**src/rtl/qcore_reg_wr_arb.sv**
```systemverilog
// ---------------------------------------------------------------------------
// qcore_reg_wr_arb
//   Arbiter for the single write port (we/w_addr/w_dt) of the qcore register
//   bank. The core writeback path always wins when it writes. External
//   requesters (host, DMA, ext tProc) are served round-robin when the core
//   slot is idle. A starvation counter tracks how long the core has blocked a
//   pending external request. When the counter runs out, the core is stalled
//   for one cycle so an external requester can get through. Writes to
//   read-only or unmapped addresses are accepted and then dropped. They raise
//   a sticky error flag.
//
// Ports
//   clk_i, rst_ni       clock, asynchronous active-low reset
//   clear_i             synchronous clear, issued together with the bank clear
//   halt_i              core halt; freezes all arbitration state
//   core_we_i/addr/dt   core write request
//   core_stall_o        core must hold its request this cycle
//   ext_valid_i         one valid per external requester
//   ext_addr_i          7 bits per requester, requester i at [7i+6:7i]
//   ext_dt_i            32 bits per requester, requester i at [32i+31:32i]
//   ext_ready_o         combinational accept, one-hot or zero
//   we_o/w_addr_o/w_dt_o registered write to the bank, one cycle after accept
//   src_o               0 = core, 1+i = external i (0 while we_o is low)
//   err_o, err_src_o    sticky illegal-write flag and source of the first one
// ---------------------------------------------------------------------------
`timescale 1ns/1ps

module qcore_reg_wr_arb #(
  parameter int unsigned N_EXT      = 2,
  parameter int unsigned STARVE_MAX = 8
) (
  input  logic                  clk_i,
  input  logic                  rst_ni,
  input  logic                  clear_i,
  input  logic                  halt_i,
  input  logic                  core_we_i,
  input  logic [6:0]            core_addr_i,
  input  logic [31:0]           core_dt_i,
  output logic                  core_stall_o,
  input  logic [N_EXT-1:0]      ext_valid_i,
  input  logic [7*N_EXT-1:0]    ext_addr_i,
  input  logic [32*N_EXT-1:0]   ext_dt_i,
  output logic [N_EXT-1:0]      ext_ready_o,
  output logic                  we_o,
  output logic [6:0]            w_addr_o,
  output logic [31:0]           w_dt_o,
  output logic [2:0]            src_o,
  output logic                  err_o,
  output logic [2:0]            err_src_o
);

  typedef enum logic {ST_ARB, ST_FORCE} state_e;

  state_e      state_q, state_d;
  logic [1:0]  rrPtr_q, rrPtr_d;
  logic [7:0]  starveCnt_q, starveCnt_d;
  logic        we_q, we_d;
  logic [6:0]  wAddr_q, wAddr_d;
  logic [31:0] wDt_q, wDt_d;
  logic [2:0]  src_q, src_d;
  logic        err_q, err_d;
  logic [2:0]  errSrc_q, errSrc_d;

  logic [3:0]  extValidPad;
  logic        anyExtValid;
  logic        rrHit;
  logic [1:0]  rrIdx;
  logic [1:0]  rrNext;
  logic [2:0]  rrCand;
  logic [6:0]  extAddrSel;
  logic [31:0] extDtSel;
  logic        coreGnt;
  logic        extGnt;
  logic        wrValid;
  logic        wrLegal;
  logic [6:0]  wrAddr;
  logic [31:0] wrDt;
  logic [2:0]  wrSrc;

  // Writable map: all of dreg, wreg 0x20-0x25 only, and two sreg windows.
  // Everything else is read-only status or unmapped space.
  function automatic logic addrLegal(input logic [6:0] a);
    return (a <= 7'h25) ||
           ((a >= 7'h40) && (a <= 7'h42)) ||
           ((a >= 7'h4C) && (a <= 7'h4F));
  endfunction

  // Pad the valid vector to four bits so the rotating index is always in range.
  assign extValidPad = 4'(ext_valid_i);
  assign anyExtValid = |ext_valid_i;

  // Round-robin search: first valid requester at or after the pointer,
  // wrapping modulo N_EXT (which need not be a power of two).
  always_comb begin
    rrHit  = 1'b0;
    rrIdx  = 2'd0;
    rrCand = 3'd0;
    for (int k = 0; k < 4; k++) begin
      if (k < int'(N_EXT)) begin
        rrCand = {1'b0, rrPtr_q} + 3'(k);
        if (rrCand >= 3'(N_EXT)) begin
          rrCand = rrCand - 3'(N_EXT);
        end
        if (!rrHit && extValidPad[rrCand[1:0]]) begin
          rrHit = 1'b1;
          rrIdx = rrCand[1:0];
        end
      end
    end
  end

  // The pointer moves to the requester after the winner, so the winner gets
  // lowest priority in the next round.
  assign rrNext = (({1'b0, rrIdx} + 3'd1) >= 3'(N_EXT)) ? 2'd0 : (rrIdx + 2'd1);

  // Pick out the round-robin winner's address and data from the flat buses.
  always_comb begin
    extAddrSel = 7'd0;
    extDtSel   = 32'd0;
    for (int i = 0; i < int'(N_EXT); i++) begin
      if (rrIdx == 2'(i)) begin
        extAddrSel = ext_addr_i[7*i +: 7];
        extDtSel   = ext_dt_i[32*i +: 32];
      end
    end
  end

  // Arbitration FSM. Clear wins over halt. Halt blocks all grants and keeps
  // every piece of state, so a pending forced slot survives the halt. In ARB
  // the core wins whenever it writes. FORCE lasts one cycle: if an external
  // request is still pending, the core is stalled and that request gets
  // through.
  always_comb begin
    state_d      = state_q;
    rrPtr_d      = rrPtr_q;
    starveCnt_d  = starveCnt_q;
    coreGnt      = 1'b0;
    extGnt       = 1'b0;
    core_stall_o = 1'b0;
    if (clear_i) begin
      state_d     = ST_ARB;
      rrPtr_d     = 2'd0;
      starveCnt_d = 8'd0;
    end else if (!halt_i) begin
      case (state_q)
        ST_ARB: begin
          if (core_we_i) begin
            coreGnt = 1'b1;
            if (anyExtValid) begin
              starveCnt_d = starveCnt_q + 8'd1;
              if (starveCnt_q == 8'(STARVE_MAX - 1)) begin
                state_d = ST_FORCE;
              end
            end
          end else begin
            starveCnt_d = 8'd0;
            if (rrHit) begin
              extGnt  = 1'b1;
              rrPtr_d = rrNext;
            end
          end
        end
        ST_FORCE: begin
          starveCnt_d = 8'd0;
          state_d     = ST_ARB;
          if (rrHit) begin
            extGnt       = 1'b1;
            core_stall_o = core_we_i;
            rrPtr_d      = rrNext;
          end else if (core_we_i) begin
            coreGnt = 1'b1;
          end
        end
        default: begin
          state_d = ST_ARB;
        end
      endcase
    end
  end

  // Accept exactly the requester the FSM granted.
  always_comb begin
    ext_ready_o = '0;
    for (int i = 0; i < int'(N_EXT); i++) begin
      ext_ready_o[i] = extGnt && (rrIdx == 2'(i));
    end
  end

  // Build the accepted write. The address check covers both sources. An
  // illegal write still uses up its slot but never reaches the bank. Idle
  // cycles drive zero on every write field.
  always_comb begin
    wrValid = coreGnt | extGnt;
    wrAddr  = coreGnt ? core_addr_i : extAddrSel;
    wrDt    = coreGnt ? core_dt_i : extDtSel;
    wrSrc   = coreGnt ? 3'd0 : ({1'b0, rrIdx} + 3'd1);
    wrLegal = addrLegal(wrAddr);
    we_d    = wrValid & wrLegal;
    wAddr_d = we_d ? wrAddr : 7'd0;
    wDt_d   = we_d ? wrDt : 32'd0;
    src_d   = we_d ? wrSrc : 3'd0;
  end

  // The error flag is sticky. err_src keeps the source of the first illegal
  // write until a clear or reset.
  always_comb begin
    err_d    = err_q;
    errSrc_d = errSrc_q;
    if (clear_i) begin
      err_d    = 1'b0;
      errSrc_d = 3'd0;
    end else if (wrValid && !wrLegal) begin
      err_d = 1'b1;
      if (!err_q) begin
        errSrc_d = wrSrc;
      end
    end
  end

  // State and output registers. Reset drops a pending write at once, so
  // requesters must present their request again after reset.
  always_ff @(posedge clk_i or negedge rst_ni) begin
    if (!rst_ni) begin
      state_q     <= ST_ARB;
      rrPtr_q     <= 2'd0;
      starveCnt_q <= 8'd0;
      we_q        <= 1'b0;
      wAddr_q     <= 7'd0;
      wDt_q       <= 32'd0;
      src_q       <= 3'd0;
      err_q       <= 1'b0;
      errSrc_q    <= 3'd0;
    end else begin
      state_q     <= state_d;
      rrPtr_q     <= rrPtr_d;
      starveCnt_q <= starveCnt_d;
      we_q        <= we_d;
      wAddr_q     <= wAddr_d;
      wDt_q       <= wDt_d;
      src_q       <= src_d;
      err_q       <= err_d;
      errSrc_q    <= errSrc_d;
    end
  end

  assign we_o      = we_q;
  assign w_addr_o  = wAddr_q;
  assign w_dt_o    = wDt_q;
  assign src_o     = src_q;
  assign err_o     = err_q;
  assign err_src_o = errSrc_q;

endmodule

```
**config.mk**
```make
export PLATFORM = sky130hd
export DESIGN_NAME = qcore_reg_wr_arb
export DESIGN_NICKNAME = d
export VERILOG_FILES = /design/src/rtl/qcore_reg_wr_arb.sv
export SDC_FILE = /design/constraint.sdc
export NUM_CORES = 1
export LEC_CHECK = 0
export CAP_MARGIN = 20
export CORE_UTILIZATION = 39
export CTS_BUF_LIST = sky130_fd_sc_hd__clkbuf_16
export DETAILED_ROUTE_END_ITERATION = 8
export PLACE_DENSITY_LB_ADDON = 0.15
export SLEW_MARGIN = 15
export SYNTH_ARGS = -nofsm -noshare
export SYNTH_HDL_FRONTEND = slang
export SYNTH_SLANG_ARGS = --single-unit
```
**constraint.sdc**
```tcl
create_clock -name clk_i -period 3.8 [get_ports clk_i]
set_clock_uncertainty 0.15 [all_clocks]
set_input_delay 0.57 -clock clk_i [delete_from_list [all_inputs] [get_ports clk_i]]
set_output_delay 0.57 -clock clk_i [all_outputs]
set_load 0.01 [all_outputs]
```
==> After elaboration in Yosys (flattened, before gate mapping) <==
Cells that the tools add are included.
{ "totals": {"ff_bits": 58, "in_bits": 124, "elab_cells": 106} }
{ "classes": {"addsub": 6, "order_cmp": 10, "eq_ne": 6, "mux": 56, "bitwise": 3, "reduce_logical": 16} }
{ "ops": {"columns": ["operator", "count"], "rows": [
  ["32-bit two-way mux", 4],
  ["8-bit two-way mux", 4],
  ["7-bit two-way mux", 4],
  ["1-bit two-way mux", 23],
  ["2-bit two-way mux", 9],
  ["8-bit one-hot mux with 2 select lines", 1],
  ["3-bit two-way mux", 5],
  ["7-bit greater-or-equal comparator (second input constant)", 2],
  ["7-bit <= comparator (second input constant)", 2],
  ["8-bit by 1-bit adder with 8-bit output (second input constant)", 1],
  ["8-bit by 3-bit == test with 1-bit output (second input constant)", 1],
  ["7-bit by 6-bit <= comparator with 1-bit output (second input constant)", 1],
  ["2-bit by 1-bit adder with 3-bit output (second input constant)", 2],
  ["3-bit by 2-bit greater-or-equal comparator with 1-bit output (second input constant)", 2],
  ["1-bit logical AND", 6],
  ["2-bit by 3-bit < comparator with 1-bit output (second input constant)", 2],
  ["1-bit one-hot mux with 2 select lines", 3],
  ["2-bit AND reduction", 3],
  ["1-bit binary-select mux with 2-bit select", 2],
  ["2-bit != test (second input constant)", 2],
  ["4-bit != test (second input constant)", 1],
  ["2-bit one-hot mux with 2 select lines", 1],
  ["2-bit subtractor (second input constant)", 2],
  ["3-bit != test (second input constant)", 1],
  ["11 further kinds", 13]
]} }

==> Depth between registers and ports, before layout <==
{ "logic_depth": {"depth_word": 21, "mapped_depth": 12, "ltp_nobuf": 10} }

==> Worst setup path after synthesis <==
OpenSTA, ideal clock, no wires.
{ "synth_timing": {"path_kind": "input to register", "startpoint": "input ext_valid_i[0]", "endpoint": "register wDt_q[15] (netlist: w_dt_o[15])", "setup_ps": 151, "arrival_time_ps": 2615, "setup_slack_ps": 885, "cell_stages": 12, "path_cell_list": "inv_1 o21ai_0 inv_1 ha_1 nor2b_1 buf_2 a22o_1 a221oi_2 o32ai_2 a21o_1 buf_2 a211oi_2"} }
{ "synth_via": {"elab_chain_len": 17} }
{ "synth_rtl": {"columns": ["item", "line_no", "source"], "rows": [
  ["start, declared", "40", "input logic [N_EXT-1:0] ext_valid_i,"],
  ["1-bit binary-select mux with 2-bit select", "104", "if (!rrHit && extValidPad[rrCand[1:0]]) begin"],
  ["1-bit two-way mux (not written as such)", "104", null],
  ["1-bit two-way mux", "104", null],
  ["1-bit logical NOT", "104", null],
  ["1-bit logical AND", "104", null],
  ["1-bit two-way mux", "104", null],
  ["1-bit two-way mux", "166", "if (rrHit) begin"],
  ["1-bit one-hot mux with 2 select lines", "145", "case (state_q)"],
  ["(+2 left out)", null, null],
  ["7-bit two-way mux", "194", "wrAddr = coreGnt ? core_addr_i : extAddrSel;"],
  ["7-bit greater-or-equal comparator / 7-bit <= comparator (equally long branches)", "84", "((a >= 7'h40) && (a <= 7'h42)) ||"],
  ["1-bit logical AND", "84", null],
  ["1-bit logical OR", "83", "return (a <= 7'h25) ||"],
  ["1-bit logical OR", "84", null],
  ["1-bit AND", "198", "we_d = wrValid & wrLegal;"],
  ["32-bit two-way mux (*)", "200", "wDt_d = we_d ? wrDt : 32'd0;"],
  ["net wDt_d[15]", "59", "logic [31:0] wDt_q, wDt_d;"],
  ["end signal, assigned", "239", "wDt_q <= wDt_d;"],
  ["end, declared", "59", null]
]} }
Mark *: on every way through the listed nets, which the timed path passes. The rest lies on a longest branch. The select of a mux whose other input is x is not followed.
A chain may end at the register's enable or synchronous reset.

==> Worst setup path after layout <==
{ "layout_timing": {"startpoint": "input ext_valid_i[0]", "endpoint": "register wDt_q[4] (netlist: w_dt_o[4])"} }
The elaborated chain is that of the path after synthesis.

==> results.yml <==
logic_synthesis:
  ys_ff_latch: 58
  synth_top_area_share_pct: 45.7
  ys_async_sr_fraction_pct: 100
  ys_seq_area_share_pct: 45.7
  synth_edf_count: 0
  synth_warnings: 0
  yosys.area.top_type: "dfrtp_1"
  synthesis.area_um2: 3180
  ys.flop_type: "dfrtp_1"
  netlist_top_cells_area: "dfrtp_1 46%, a211oi_2 13%, a22oi_1 8.3%, nor2_1 6.5%, o21ai_0 2.7%"
  synth_cell_types: 45
  synth_area_per_cell_um2: 10.1
  syn_inst: 315
clock_tree:
  cts_tree: "built"
  root_buffer: "clkbuf_16"
  cts_setup_buffers: 0
  ctsHoldBuffers: 0
  cts-buffers-inserted: 9
  cts.repair.resized: 0
  cts_sinks: 58
  htreeDepth: 3
  cts.clk_slew.worst_paths_ns: 0.06
  clk_latency_ns: 0.32
  cts.path.max_buffers: 2
finish:
  diodes: 0
  utilization_pct: 68.1
  multiInputGateArea_um2: 1620
  regArea_um2: 1450
  num-fill-cells: 631
  final_common_cell: "clkdlybuf4s50_1"
  area_growth_syn_to_layout_pct: 67.4
  mostFrequentLayoutCells: "172 x clkdlybuf4s50_1, 58 x dfrtp_1, 55 x nor2_1, 35 x a22oi_1, 34 x a211oi_2"
  nets: 615
  drive_gt1_share_pct: 13.8
  stdcell_area_um2: 5320
pwr:
  p_leak_nw: 2.19
  peakVddDrop_v: 0.000279
  power.density_nw_per_um2: 333
sta:
  setup_violations: 0
  period_minus_slack_ns: 3.46
  slew_headroom_pct: 39.6
  drv_slew: 0
  rsz0062_at_grt: "false"
  final.setup.tns_ns: 0
  worst_pin_slew_ns: 0.906
  finalCritPeriodShare_pct: 91.1
  finalHoldViolations: 0
  fmax_mhz: 289
setup_path:
  critical_path_class: "input port to flip-flop"
  crit_path_top_delay_cell: "clkdlybuf4s50_1"
  cp_data_arrival_time_ns: 3.46
  endpoint_kind: "flip-flop"
  cp_cell_sequence: "clkdlybuf4s50_1, inv_1, o21ai_0, ha_1, nor2b_2, a22o_1, a221oi_2, o32ai_2, a21o_2, buf_4, a211oi_2"
  path_max_fanout: 12
  cp.required_ns: 3.80
  cpPeakStageDelay_ns: 0.51
  reg2reg_depth: 9
  critPathLaunchType: "input port"
floorplan:
  die-area_um2: 8510
  fp-row-count: 32
  core_area_um2: 7810
  start_util_pct: 40.7
  fp.dieW_um: 92.3
  die_h_um: 92.3
  ioPinCount: 174
global_routing:
  antenna_found_initial: 0
  met1_usage_pct: 28.4
  gr-max-usage-layer: "met2"
  gr-usage-all-layers_pct: 23.8
  use_met2_pct: 41.5
  met3_usage_pct: 5.64
  grt_pass1_vias: 3127
  grt_max_degree: 60
  grt_overflow: 0
  grt_first_pass_wirelength_um: 15600
placement:
  gp_congestion: 0.947
  port_buffers: 173
  place_area_um2: 5030
  dpl.hpwl_um: 7520
detailed_routing:
  drc_errors: 0
  vias_per_cell: 5.31
  initialDrtViolationCount: 106
  ant_nets: 0
  wl_um: 10200
  wl_per_cell_um: 17.2
  num_vias: 3153
  dr.pass1.iters: 4
run:
  cap_violations: 0
min_path:
  hold_path_class: "input port to asynchronous set/reset pin"
outcome:
  status: "finished clean"
## registers in the layout, indices dropped and copies added, names as in the netlist
register and count:
err_o 1, err_src_o 3, rrPtr_q 2, src_o 3, starveCnt_q 8, state_q 1
w_addr_o 7, w_dt_o 32, we_o 1
## path summary, 6_finish.rpt
kind | startpoint | slack [ns] | to
worst max-delay path | ext_valid_i[0] | 0.34 | w_dt_o[4]$_DFF_PN0_
worst min-delay path | rst_ni | 0.23 | w_addr_o[6]$_DFF_PN0_
worst max register to register | rrPtr_q[0]$_DFFE_PN0P_ | 0.73 | w_dt_o[4]$_DFF_PN0_
worst min register to register | starveCnt_q[0]$_DFFE_PN0P_ | 0.37 | starveCnt_q[0]$_DFFE_PN0P_
max in group asynchronous | rst_ni | 2.46 | w_dt_o[7]$_DFF_PN0_
min in group clk_i | starveCnt_q[0]$_DFFE_PN0P_ | 0.37 | starveCnt_q[0]$_DFFE_PN0P_
## metrics by stage
step           power [mW]  cells  worst slack [ns]  hold WS, ns
4_1_cts              1.79    594             0.321        0.267
2_1_floorplan       0.789    316             0.885        0.124
3_3_place_gp         1.01    578             0.257        0.337
6_report             1.77    594             0.338        0.235
5_1_grt              1.83    594             0.197        0.321
3_5_place_dp         1.01    578            0.0995        0.366
## final cells by class
type | instances | share of cell area (%)
clock buffers | 9 | 4.23
clock inverters | 7 | 1.13
inverters | 6 | 0.423
multi-input cells | 229 | 30.4
flip-flops and latches | 58 | 27.3
well taps | 102 | 2.40
repair buffers | 183 | 34.1
## Yosys cell counts (all sizes together) (2+ instances only)
cell type  number
clkbuf         13
and3b           2
o21ai          19
buf            10
a2111oi         2
nand3b          2
nand2          18
a21o            3
nand4           2
nand3           4
dfrtp          58
and2            3
a22oi          35
ha              4
conb            2
a211o           2
o211ai          2
a211oi         35
and3            4
nor3            3
a21oi           3
a32o            3
xor2            4
nor2           55
nor3b           4
inv             6
nor2b           3
mux2i           2
a22o            2
## report_power, final
| part | switching, mW | total, mW | internal [mW] |
|---|---|---|---|
| registers | 0.00819 | 0.647 | 0.639 |
| logic | 0.157 | 0.356 | 0.199 |
| clock network | 0.270 | 0.768 | 0.498 |
## layer usage
layer	up-vias	routed length (µm)
met5	-	0
met4	0	159
met3	14	731
met2	124	5230
met1	1510	4110
li1	1505	-
## critical path, delay by kind of cell
family	cells	cell delay, ns
buffers and inverters	3	0.80
AND/OR/NAND/NOR	1	0.31
AO/OA/AOI/OAI	6	1.39
adder cells (fa/ha/maj)	1	0.39
## logic make-up after synthesis
kind of cell	after synthesis	synth area share (%)
AO/OA/AOI/OAI	111	30.9
XOR/XNOR	5	1.38
adder cells (fa/ha/maj)	4	1.57
buffers and inverters	29	4.06
flip-flops	58	45.7
multiplexers	2	0.630
other	2	0.236
AND/OR/NAND/NOR	104	15.6
Note: power is estimated with default switching activity, not from simulation.
